**config.mk**
```make
export PLATFORM = sky130hd
export DESIGN_NAME = cp0_m_stage
export DESIGN_NICKNAME = d
export VERILOG_FILES = /design/src/rtl/cp0_m_stage.sv
export SDC_FILE = /design/constraint.sdc
export NUM_CORES = 1
export LEC_CHECK = 0
export CORE_MARGIN = 10
export CORE_UTILIZATION = 40
export CTS_BUF_LIST = sky130_fd_sc_hd__clkbuf_4 sky130_fd_sc_hd__clkbuf_8
export DETAILED_ROUTE_END_ITERATION = 8
export PLACE_DENSITY_LB_ADDON = 0.25
export SYNTH_ARGS = -nofsm -noshare
export SYNTH_HDL_FRONTEND = slang
export SYNTH_SLANG_ARGS = --single-unit
```
**constraint.sdc**
```tcl
create_clock -name clk -period 2.4 [get_ports clk]
set_input_delay 0.36 -clock clk [delete_from_list [all_inputs] [get_ports clk]]
set_output_delay 0.36 -clock clk [all_outputs]
set_load 0.005 [all_outputs]
```
**src/rtl/cp0_m_stage.sv**
```systemverilog
// rtl/cp0_m_stage.sv - CP0 status/cause/EPC/PRId registers with interrupt and exception request
// Optional BadVAddr (reg 8) is enabled with `define CP0_BADVADDR_EN.
module cp0_m_stage #(
    parameter logic [31:0] PRID_VALUE = 32'h0000_3105
) (
    input  logic        clk,
    input  logic        reset,
    input  logic [4:0]  rdM,
    input  logic [31:0] WDM,
    input  logic        mtcoM,
    input  logic        eretM,
    input  logic [6:2]  ExcCodeM,
    input  logic        if_bdM,
    input  logic [31:0] PCM,
    input  logic [31:0] BadAddrM,
    input  logic [5:0]  HWInt,
    output logic [31:0] RD,
    output logic [31:0] EPC,
    output logic        Req
);

    logic [5:0]  im_q, im_d;
    logic        exl_q, exl_d;
    logic        ie_q, ie_d;
    logic        bd_q, bd_d;
    logic [5:0]  ip_q, ip_d;
    logic [4:0]  exccode_q, exccode_d;
    logic [31:0] epc_q, epc_d;
    logic        int_req;
    logic        exc_req;

    assign int_req = (|(HWInt & im_q)) & ie_q & ~exl_q;
    assign exc_req = (ExcCodeM != 5'd0) & ~exl_q;
    // Gated by reset so no request can escape while the block is held in reset.
    assign Req     = (int_req | exc_req) & reset;
    assign EPC     = epc_q;

`ifdef CP0_BADVADDR_EN
    logic [31:0] badvaddr_q, badvaddr_d;
`else
    logic unused_badaddr;
    assign unused_badaddr = ^BadAddrM;
`endif

    always_comb begin
        im_d      = im_q;
        exl_d     = exl_q;
        ie_d      = ie_q;
        bd_d      = bd_q;
        exccode_d = exccode_q;
        epc_d     = epc_q;
        ip_d      = HWInt;
`ifdef CP0_BADVADDR_EN
        badvaddr_d = badvaddr_q;
`endif
        if (Req) begin
            // The flushed instruction's mtc0/eret never commits.
            exl_d     = 1'b1;
            bd_d      = if_bdM;
            exccode_d = int_req ? 5'd0 : ExcCodeM;
            epc_d     = (if_bdM ? PCM - 32'd4 : PCM) & 32'hFFFF_FFFC;
`ifdef CP0_BADVADDR_EN
            if (!int_req && (ExcCodeM == 5'd4 || ExcCodeM == 5'd5)) begin
                badvaddr_d = BadAddrM;
            end
`endif
        end else begin
            if (mtcoM) begin
                if (rdM == 5'd12) begin
                    im_d  = WDM[15:10];
                    exl_d = WDM[1];
                    ie_d  = WDM[0];
                end
                if (rdM == 5'd14) begin
                    epc_d = WDM & 32'hFFFF_FFFC;
                end
            end
            if (eretM) begin
                exl_d = 1'b0;
            end
        end
    end

    always_ff @(posedge clk or negedge reset) begin
        if (!reset) begin
            im_q      <= '0;
            exl_q     <= 1'b0;
            ie_q      <= 1'b0;
            bd_q      <= 1'b0;
            ip_q      <= '0;
            exccode_q <= '0;
            epc_q     <= '0;
`ifdef CP0_BADVADDR_EN
            badvaddr_q <= '0;
`endif
        end else begin
            im_q      <= im_d;
            exl_q     <= exl_d;
            ie_q      <= ie_d;
            bd_q      <= bd_d;
            ip_q      <= ip_d;
            exccode_q <= exccode_d;
            epc_q     <= epc_d;
`ifdef CP0_BADVADDR_EN
            badvaddr_q <= badvaddr_d;
`endif
        end
    end

    always_comb begin
        RD = '0;
        case (rdM)
`ifdef CP0_BADVADDR_EN
            5'd8:    RD = badvaddr_q;
`endif
            5'd12:   RD = {16'b0, im_q, 8'b0, exl_q, ie_q};
            5'd13:   RD = {bd_q, 15'b0, ip_q, 3'b0, exccode_q, 2'b0};
            5'd14:   RD = epc_q;
            5'd15:   RD = PRID_VALUE;
            default: RD = '0;
        endcase
    end

endmodule

```
==> metrics.yaml, run 1 <==
routed_wl_um: 10800
fin_hold_ws_ns: 0.180
synth_edf_count: 0
powerDensity_nw_per_um2: 516
initial_core_util: 0.415
cts_tree: "yes"
num_antenna_cells: 0
p_sw_uw: 785
max_freq_ghz: 0.429
grt_overflow: 0
grt_pass1_wl_um: 16800
critPathBufInv: 4
rsz0062_at_grt: "true"
dr_total_vias: 2974
p_sw_frac: 0.302
track_usage: 0.174
coreArea_um2: 7810
hold_viol: 0
total_power_mw: 2.60
antenna_found_initial: 0
numPortBuffers: 145
yosysWarnings: 0
nFillCells: 646
synth_area_um2: 3240
post-place-cells: 568
postSynth.asyncResetShare: 1.00
pin_count: 182
syn_avg_cell_area_um2: 10.0
die_w_um: 110
cts_root_buf: "clkbuf_8"
synthCells: 323
cp_max_fo: 6
cts_made_buffers: 5
crit_arrival_ns: 1.97
p_int_mw: 1.81
hold_class: "input port to async pin"
cts_htree_levels: 2
first_pass_iters: 4
period_share: 0.972
cts_num_sinks: 50
setup.worst_path.end_class: "output pin"
nNetsFinal: 591
post-synth-top-area-cell: "dfrtp_1"
ys.flop_type: "dfrtp_1"
die_h_um: 110
period_needed_ns: 2.33
worstMarginPinSlew_ns: 0.645
wl_per_cell_um: 18.8
finalMaxSlewViolations: 0
synth.distinct_cells: 47
drt-initial-drc-count: 83
seqPwrFrac: 0.444
crit_start: "rdM[1]"
critical_path_required_ns: 2.04
synth-seq-area-share: 0.386
syn_to_final_growth_pct: 55.2
leakage_nw: 2.03
dp_hpwl_um: 8570
placementRows: 32
final_cells: 576
ys_ff_latch: 50
power_frac_comb: 0.356
place_congestion: 0.864
worstSetupPathType: "input port to output pin"
fin_skew_ns: 0.00923
clockBufferDepth: 2
clk_latency_ns: 0.30
path_cells: "clkdlybuf4s50_1 > buf_4 > nor2b_2 > buf_4 > a22oi_1 > nor2_1 > clkdlybuf4s50_1"
slowest_delay_ns: 0.54
drive_gt1_frac: 0.118
die_area_um2: 12100
synth_top_area_frac: 0.386
endpoint: "RD[31]"
r2r_start: "im_q[0]"
r2r_cells: 5
critical_path.top_delay_family: "buffers and inverters"
cp_num_cells: 7
setup_viol: 0
cts_hold_buffers: 0
drc: 0
path_clk_slew_ns: 0.10
grt_max_degree: 51
postRouteAntennaNets: 0
r2r-end: "bd_q"
clkPwrFrac: 0.199
critPathSlowestCell: "clkdlybuf4s50_1"
critPathLaunchType: "input port"
max_cap_viol_count: 0
peakVddDrop_mv: 0.260
slew-limit-headroom: 0.570
outcome: "finished, final reports clean"
grt_pass1_vias: 3085
viasPerCell: 5.16
synthTopCellsByArea: "dfrtp_1 39%, mux2i_1 18%, xnor2_1 5.1%, and3_1 3.7%, nor2_1 3.0%"
ff2ff_setup_slack_ns: 0.35
per-stage QoR:
stage	cell area [µm²]	utilization	setup TNS (ns)	worst slack, ns
2_1_floorplan	3250	-	0	0.577
3_3_place_gp	4890	0.627	-0.0840	-0.0840
3_5_place_dp	4890	0.627	-0.159	-0.106
4_1_cts	4990	0.639	0	0.00774
5_1_grt	5030	0.644	-0.0174	-0.0152
6_report	5030	0.644	0	0.0682
power by group through the flow:
| stage | Combinational (mW) | Clock, mW | Sequential (mW) |
|---|---|---|---|
| detailed placement | 0.932 | 0 | 1.17 |
| floorplan | 0.352 | 0 | 1.15 |
| finish | 0.925 | 0.518 | 1.15 |
| global route | 1.01 | 0.568 | 1.18 |
| global placement | 0.912 | 0 | 1.16 |
| CTS | 0.936 | 0.532 | 1.15 |
worst register-to-register path: stages (launching register included):
cell and delay, ns:
dfrtp_1 0.39, a22o_1 0.24, o31ai_4 0.09, a31oi_4 0.23, buf_4 0.56, mux2_2 0.43
layout by cell type, fill, tap and decap left out, types with 3 or more instances in the layout:
cell / Yosys / final
or3_1: 4 / 4
clkdlybuf4s50_1: 0 / 138
dfrtp_1: 50 / 50
a21oi_1: 6 / 6
inv_1: 7 / 7
or4_1: 3 / 3
clkbuf_8: 0 / 6
nor3_1: 14 / 13
mux2i_1: 57 / 56
nand3_1: 6 / 6
nand2_1: 17 / 17
and3_1: 19 / 18
nor2_1: 26 / 25
nor4_2: 5 / 5
o21ai_0: 5 / 5
mux2_2: 8 / 8
dlymetal6s2s_1: 0 / 6
xor2_1: 8 / 8
a22o_1: 3 / 3
o21ai_1: 11 / 11
xnor2_1: 19 / 19
buf_4: 2 / 14
a22oi_1: 5 / 5
per-layer routing:
| layer | GRT usage | up-vias | part of all wire |
|---|---|---|---|
| met1 | 0.212 | 1431 | 0.41 |
| li1 | - | 1453 | - |
| met3 | 0.0342 | 6 | 0.064 |
| met4 | 0.0409 | 0 | 0.011 |
| met5 | 0 | - | 0 |
| met2 | 0.309 | 84 | 0.52 |
registers in the layout, summed over array words and instances, names as in the netlist:
signal	cells
EPC	30
bd_q	1
exccode_q	5
exl_q	1
ie_q	1
im_q	6
ip_q	6
cells by family (layout without fill, tap and decap cells):
| family | Yosys count | after routing | share of synthesized area |
|---|---|---|---|
| xor gates and xnor gates | 27 | 27 | 0.0729 |
| AOI/OAI and AO/OA | 38 | 38 | 0.0780 |
| other | 1 | 2 | 0.00116 |
| and+or+nand+nor | 114 | 114 | 0.219 |
| adders and majority gates | 1 | 1 | 0.00386 |
| muxes | 65 | 65 | 0.204 |
| buffers and inverters | 27 | 177 | 0.0355 |
| DFF | 50 | 50 | 0.386 |
worst min-delay path by stage:
stage                      from       to  slack [ns]  depth (start not counted)
after global routing      reset     ie_q        0.23                          2
after detailed placement   bd_q     bd_q        0.50                          1
after global placement     bd_q     bd_q        0.50                          1
after CTS                 reset     ie_q        0.21                          2
final                     reset     ie_q        0.18                          2
after floorplan           reset  EPC[10]        0.06                          0
final cells by class:
| cell class | instances | area [µm²] | share of cell area |
|---|---|---|---|
| Multi-Input combinational cell | 247 | 1910 | 0.380 |
| Inverter | 7 | 26.3 | 0.00522 |
| Clock buffer | 6 | 82.6 | 0.0164 |
| Tap cell | 102 | 128 | 0.0254 |
| Clock inverter | 2 | 12.5 | 0.00249 |
| Timing Repair Buffer | 162 | 1620 | 0.322 |
| Sequential cell | 50 | 1250 | 0.249 |
repair_timing:
action / CTS / global route
setup endpoints to repair: 2 / 29
pin swaps: 0 / 1
resized for setup: 1 / 13
buffers inserted: 0 / 0
cloned: 0 / 0
cell usage after synthesis (2+ instances only):
library cell	instances
a21oi_1	6
buf_2	5
mux2i_1	57
nor4_2	5
inv_1	7
nor2b_1	4
xnor2_1	19
nand2_1	17
nand2b_1	2
nand4_4	2
or3_1	4
xor2_1	8
or4_1	3
o21ai_1	11
a211oi_1	2
buf_4	2
nor3_1	14
and3_1	19
nand3_1	6
mux2_2	8
clkbuf_1	12
a22oi_1	5
a22o_1	3
o21ai_0	5
nor2_1	26
dfrtp_1	50
No activity file was read; power rests on OpenSTA's default activity.
==> inputs of run 2 (changes only) <==
CTS_BUF_LIST = sky130_fd_sc_hd__clkbuf_4   (was sky130_fd_sc_hd__clkbuf_4 sky130_fd_sc_hd__clkbuf_8)
==> run 2 against run 1 <==
Compared with the run above: worst hold slack worse by 0.080 ns; global-route usage barely moved; critical endpoint is now RD[11]; largest power group unchanged; via count down 0.71%; cell area is 1.2% lower; critical path depth did not move.
==> metrics.yaml, run 2 (synthesized netlist as in run 1, its figures left out) <==
mostFrequentLayoutCell: "clkdlybuf4s50_1"
placementRows: 32
ff_latch_area_um2: 1250
slew-limit-headroom: 0.570
critPathLaunchType: "input port"
fin_setup_tns_ns: 0
syn_to_final_growth_pct: 53.3
cts_setup_buffers: 0
postRouteAntennaNets: 0
setup.worst_path.end_class: "output pin"
period_share: 0.967
drc: 0
path_cells: "clkdlybuf4s50_1 > buf_4 > mux2i_2 > nor2_1 > a21oi_1 > nor2_1 > clkdlybuf4s50_1"
wl_per_cell_um: 18.7
multi_input_area_um2: 1900
leakage_nw: 1.93
cts_hold_buffers: 0
hold_viol: 0
peakVddDrop_mv: 0.297
grt.busiest_layer: "met2"
coreArea_um2: 7810
cts_tree: "yes"
period_needed_ns: 2.32
drt-initial-drc-count: 108
track_usage: 0.175
dp_hpwl_um: 8570
finalMaxSlewViolations: 0
final_cells: 577
first_pass_iters: 4
total_power_mw: 2.46
slowest_delay_ns: 0.51
pin_count: 182
dr_total_vias: 2953
numPortBuffers: 145
cts_root_buf: "clkbuf_4"
initial_core_util: 0.415
use_met1: 0.214
grt_pass1_vias: 3105
nNetsFinal: 591
use_met3: 0.0337
die_area_um2: 12100
worstMarginPinSlew_ns: 0.645
critical_path_required_ns: 2.04
outcome: "finished, final reports clean"
place_congestion: 0.864
setup_viol: 0
cts_made_buffers: 5
viasPerCell: 5.12
post-place-cells: 568
cp_max_fo: 9
cts_htree_levels: 2
powerDensity_nw_per_um2: 494
setup_slack_ns: 0.0787
nFillCells: 657
fin_util: 0.636
clk_latency_ns: 0.37
grt_max_degree: 51
max_cap_viol_count: 0
cts_num_sinks: 50
fin_skew_ns: 0.0206
path_clk_slew_ns: 0.16
max_freq_ghz: 0.431
rsz0062_at_grt: "true"
clockBufferDepth: 2
grt_overflow: 0
routed_wl_um: 10800
critPathSlowestCell: "clkdlybuf4s50_1"
die_h_um: 110
antenna_found_initial: 1
die_w_um: 110
grt_pass1_wl_um: 16800
use_met2: 0.307
drive_gt1_frac: 0.114
place_worst_setup_slack_ns: -0.106
worstSetupPathType: "input port to output pin"
largest_register_ffs: 30
crit_arrival_ns: 1.96
final_cell_mix: "142 x clkdlybuf4s50_1, 56 x mux2i_1, 50 x dfrtp_1"
hold_class: "input port to async pin"
-- run 2: cell types whose count changed in the layout (fill, tap and decap cells not counted), sizes merged --
cell and delta:
clkdlybuf4s50 +4, dlymetal6s2s -4, clkbuf -1, clkinv +1, diode +1
-- run 2: cell type report --
cell class / instances / area share
multi-input cells: 247 / 0.383
repair buffers: 162 / 0.323
flip-flops and latches: 50 / 0.252
well taps: 102 / 0.0257
clock buffers: 5 / 0.00755
inverters: 7 / 0.00529
clock inverters: 3 / 0.00327
diodes: 1 / 0.000504
-- run 2: per-stage QoR --
step                      hold slack [ns]  instance area [µm²]
after global routing                0.122                 4970
after detailed placement            0.502                 4890
final                              0.0994                 4970
after global placement              0.500                 4890
after floorplan                    0.0644                 3250
after CTS                           0.111                 4950
-- run 2: layer usage --
metal / wire [µm] / vias up
li1: - / 1452
met5: 0 / -
met1: 4470 / 1417
met3: 625 / 4
met4: 107 / 0
met2: 5570 / 80
-- run 2: critical path: cells and delay by family --
kind / cells / cell delay [ns]
buffers and inverters: 3 / 1.15
multiplexers: 1 / 0.22
AND/OR/NAND/NOR: 2 / 0.11
AO/OA/AOI/OAI: 1 / 0.11
-- run 2: worst paths after layout --
check                              from           end  slack, ns  cells past startpoint
min                               reset          ie_q        0.1                      2
max                              rdM[1]        RD[11]       0.08                      7
min in group clk               HWInt[2]       ip_q[2]       0.45                      1
max reg2reg                     im_q[1]          bd_q       0.36                      5
min reg2reg                exccode_q[2]  exccode_q[2]       0.53                      2
max in group asynchronous         reset       EPC[11]       1.85                      2
-- run 2: timing repair --
action	in CTS	in global routing
gates cloned	0	0
pin swaps	0	1
resized for setup	1	6
setup endpoints to repair	2	29
-- run 2: report_power, final --
group / switching (mW) / total [mW] / internal (mW)
Clock: 0.271 / 0.380 / 0.110
Combinational: 0.362 / 0.923 / 0.560
Sequential: 0.136 / 1.15 / 1.02
==> inputs of run 3 (changes only) <==
CORE_ASPECT_RATIO = 0.7   (was default)
clock period = 2.3 ns   (was 2.4 ns; I/O delays follow)
==> run 3 against run 2 <==
Compared with the run above: register-to-register slack barely moved; clock skew rose by 0.0011 ns; combinational power rose by 5.7%; non-clock buffer count rose by 14.
==> metrics.yaml, run 3 (synthesized netlist as in run 1, its figures left out) <==
worstSetupPathType: "input port to output pin"
dr_total_vias: 3023
postRouteAntennaNets: 0
rsz0062_at_grt: "true"
clk_latency_ns: 0.37
track_usage: 0.175
cts_root_buf: "clkbuf_4"
crit_top_cell: "clkdlybuf4s50_1"
drc: 0
pin_count: 182
place_congestion: 0.914
critPathLaunchType: "input port"
die_w_um: 128
initial_core_util: 0.412
numPortBuffers: 145
mostFrequentLayoutCell: "clkdlybuf4s50_1"
largest_register_ffs: 30
cp_max_fo: 7
setup.worst_path.end_class: "output pin"
drt-initial-drc-count: 125
die_h_um: 95.3
crit_arrival_ns: 1.91
finalMaxSlewViolations: 0
dpl_cell_area_um2: 5010
die_area_um2: 12200
critPathSlowestCell: "clkdlybuf4s50_1"
fin_skew_ns: 0.0217
placementRows: 27
cts_tree: "yes"
setup_viol: 0
drive_gt1_frac: 0.135
critical_path_required_ns: 1.96
fin_hold_ws_ns: 0.0837
max_cap_viol_count: 0
syn_to_final_growth_pct: 57.3
worstMarginPinSlew_ns: 0.644
final_cells: 589
path_clk_slew_ns: 0.16
fin_util: 0.648
post-place-cells: 581
clockBufferDepth: 2
hold_viol: 0
powerDensity_nw_per_um2: 512
viasPerCell: 5.13
antenna_found_initial: 0
slew-limit-headroom: 0.571
cts_num_sinks: 50
period_share: 0.979
leakage_nw: 2.15
first_pass_iters: 4
grt_max_degree: 51
grt_overflow: 0
routed_wl_um: 11000
path_cells: "clkdlybuf4s50_1 > nand2_1 > or2_4 > buf_4 > nor2_1 > clkdlybuf4s50_1"
hold_class: "input port to async pin"
grt_pass1_vias: 3191
cts_htree_levels: 2
peakVddDrop_mv: 0.288
nNetsFinal: 605
max_freq_ghz: 0.444
grt_pass1_wl_um: 17400
dp_hpwl_um: 8910
finish.instance_area_um2: 5100
coreArea_um2: 7870
wl_per_cell_um: 18.6
period_needed_ns: 2.25
final_cell_mix: "132 x clkdlybuf4s50_1, 57 x mux2i_1, 50 x dfrtp_1"
fin_setup_tns_ns: 0
outcome: "finished, final reports clean"
slowest_delay_ns: 0.51
num_antenna_cells: 0
cts_made_buffers: 5
==> run 3: changes by cell type in the layout (fill, tap and decap cells not counted), moves of 2 or more <==
cell,change
dlymetal6s2s_1,+7
dlygate4sd2_1,+3
buf_4,+13
clkdlybuf4s50_1,-10
nor2b_2,-2
==> run 3: final timing paths <==
| kind | start | cells after the start | slack (ns) | endpoint |
|---|---|---|---|---|
| setup / recovery | rdM[3] | 6 | 0.05 | RD[31] |
| hold / removal | reset | 2 | 0.08 | exccode_q[1] |
| setup reg to reg | im_q[4] | 5 | 0.36 | im_q[0] |
| hold reg to reg | exccode_q[3] | 2 | 0.54 | exccode_q[3] |
| max in group asynchronous | reset | 2 | 1.78 | EPC[18] |
| min in group clk | HWInt[1] | 1 | 0.42 | ip_q[1] |
==> run 3: area by class of cell <==
cell class,count,area [µm²]
Fill cell,675,2770
Multi-Input combinational cell,247,1900
Timing Repair Buffer,176,1740
Sequential cell,50,1250
Tap cell,101,126
Clock buffer,5,37.5
Inverter,7,26.3
Clock inverter,3,20.0
==> run 3: timing repair <==
action | in CTS | in global routing
hold buffers | 0 | 0
pin swaps | 1 | 1
buffers inserted | 0 | 0
resized for setup | 5 | 10
setup endpoints to repair | 14 | 14
==> run 3: critical path, delay by kind of cell <==
family	cells	cell delay, ns
and+or+nand+nor	3	0.45
buffers and inverters	3	1.11
==> run 3: through the flow <==
step / setup slack [ns] / total power [mW]
after floorplan: 0.480 / 1.57
after global placement: -0.104 / 2.18
after detailed placement: -0.114 / 2.21
after CTS: 0.000795 / 2.64
after global routing: -0.00925 / 2.78
final: 0.0476 / 2.61
==> run 3: layer usage <==
layer,vias to the layer above,track usage,part of all wire
li1,1489,-,-
met4,0,0.0168,0.0024
met3,2,0.0610,0.090
met2,101,0.294,0.46
met5,-,0,0
met1,1431,0.223,0.45
==> run 3: where the power goes <==
group | leakage (nW) | switching (mW) | total, mW | internal, mW
clock | 0.0292 | 0.305 | 0.426 | 0.120
combinational | 1.52 | 0.381 | 0.976 | 0.596
sequential | 0.602 | 0.145 | 1.21 | 1.06
total | 2.15 | 0.831 | 2.61 | 1.78
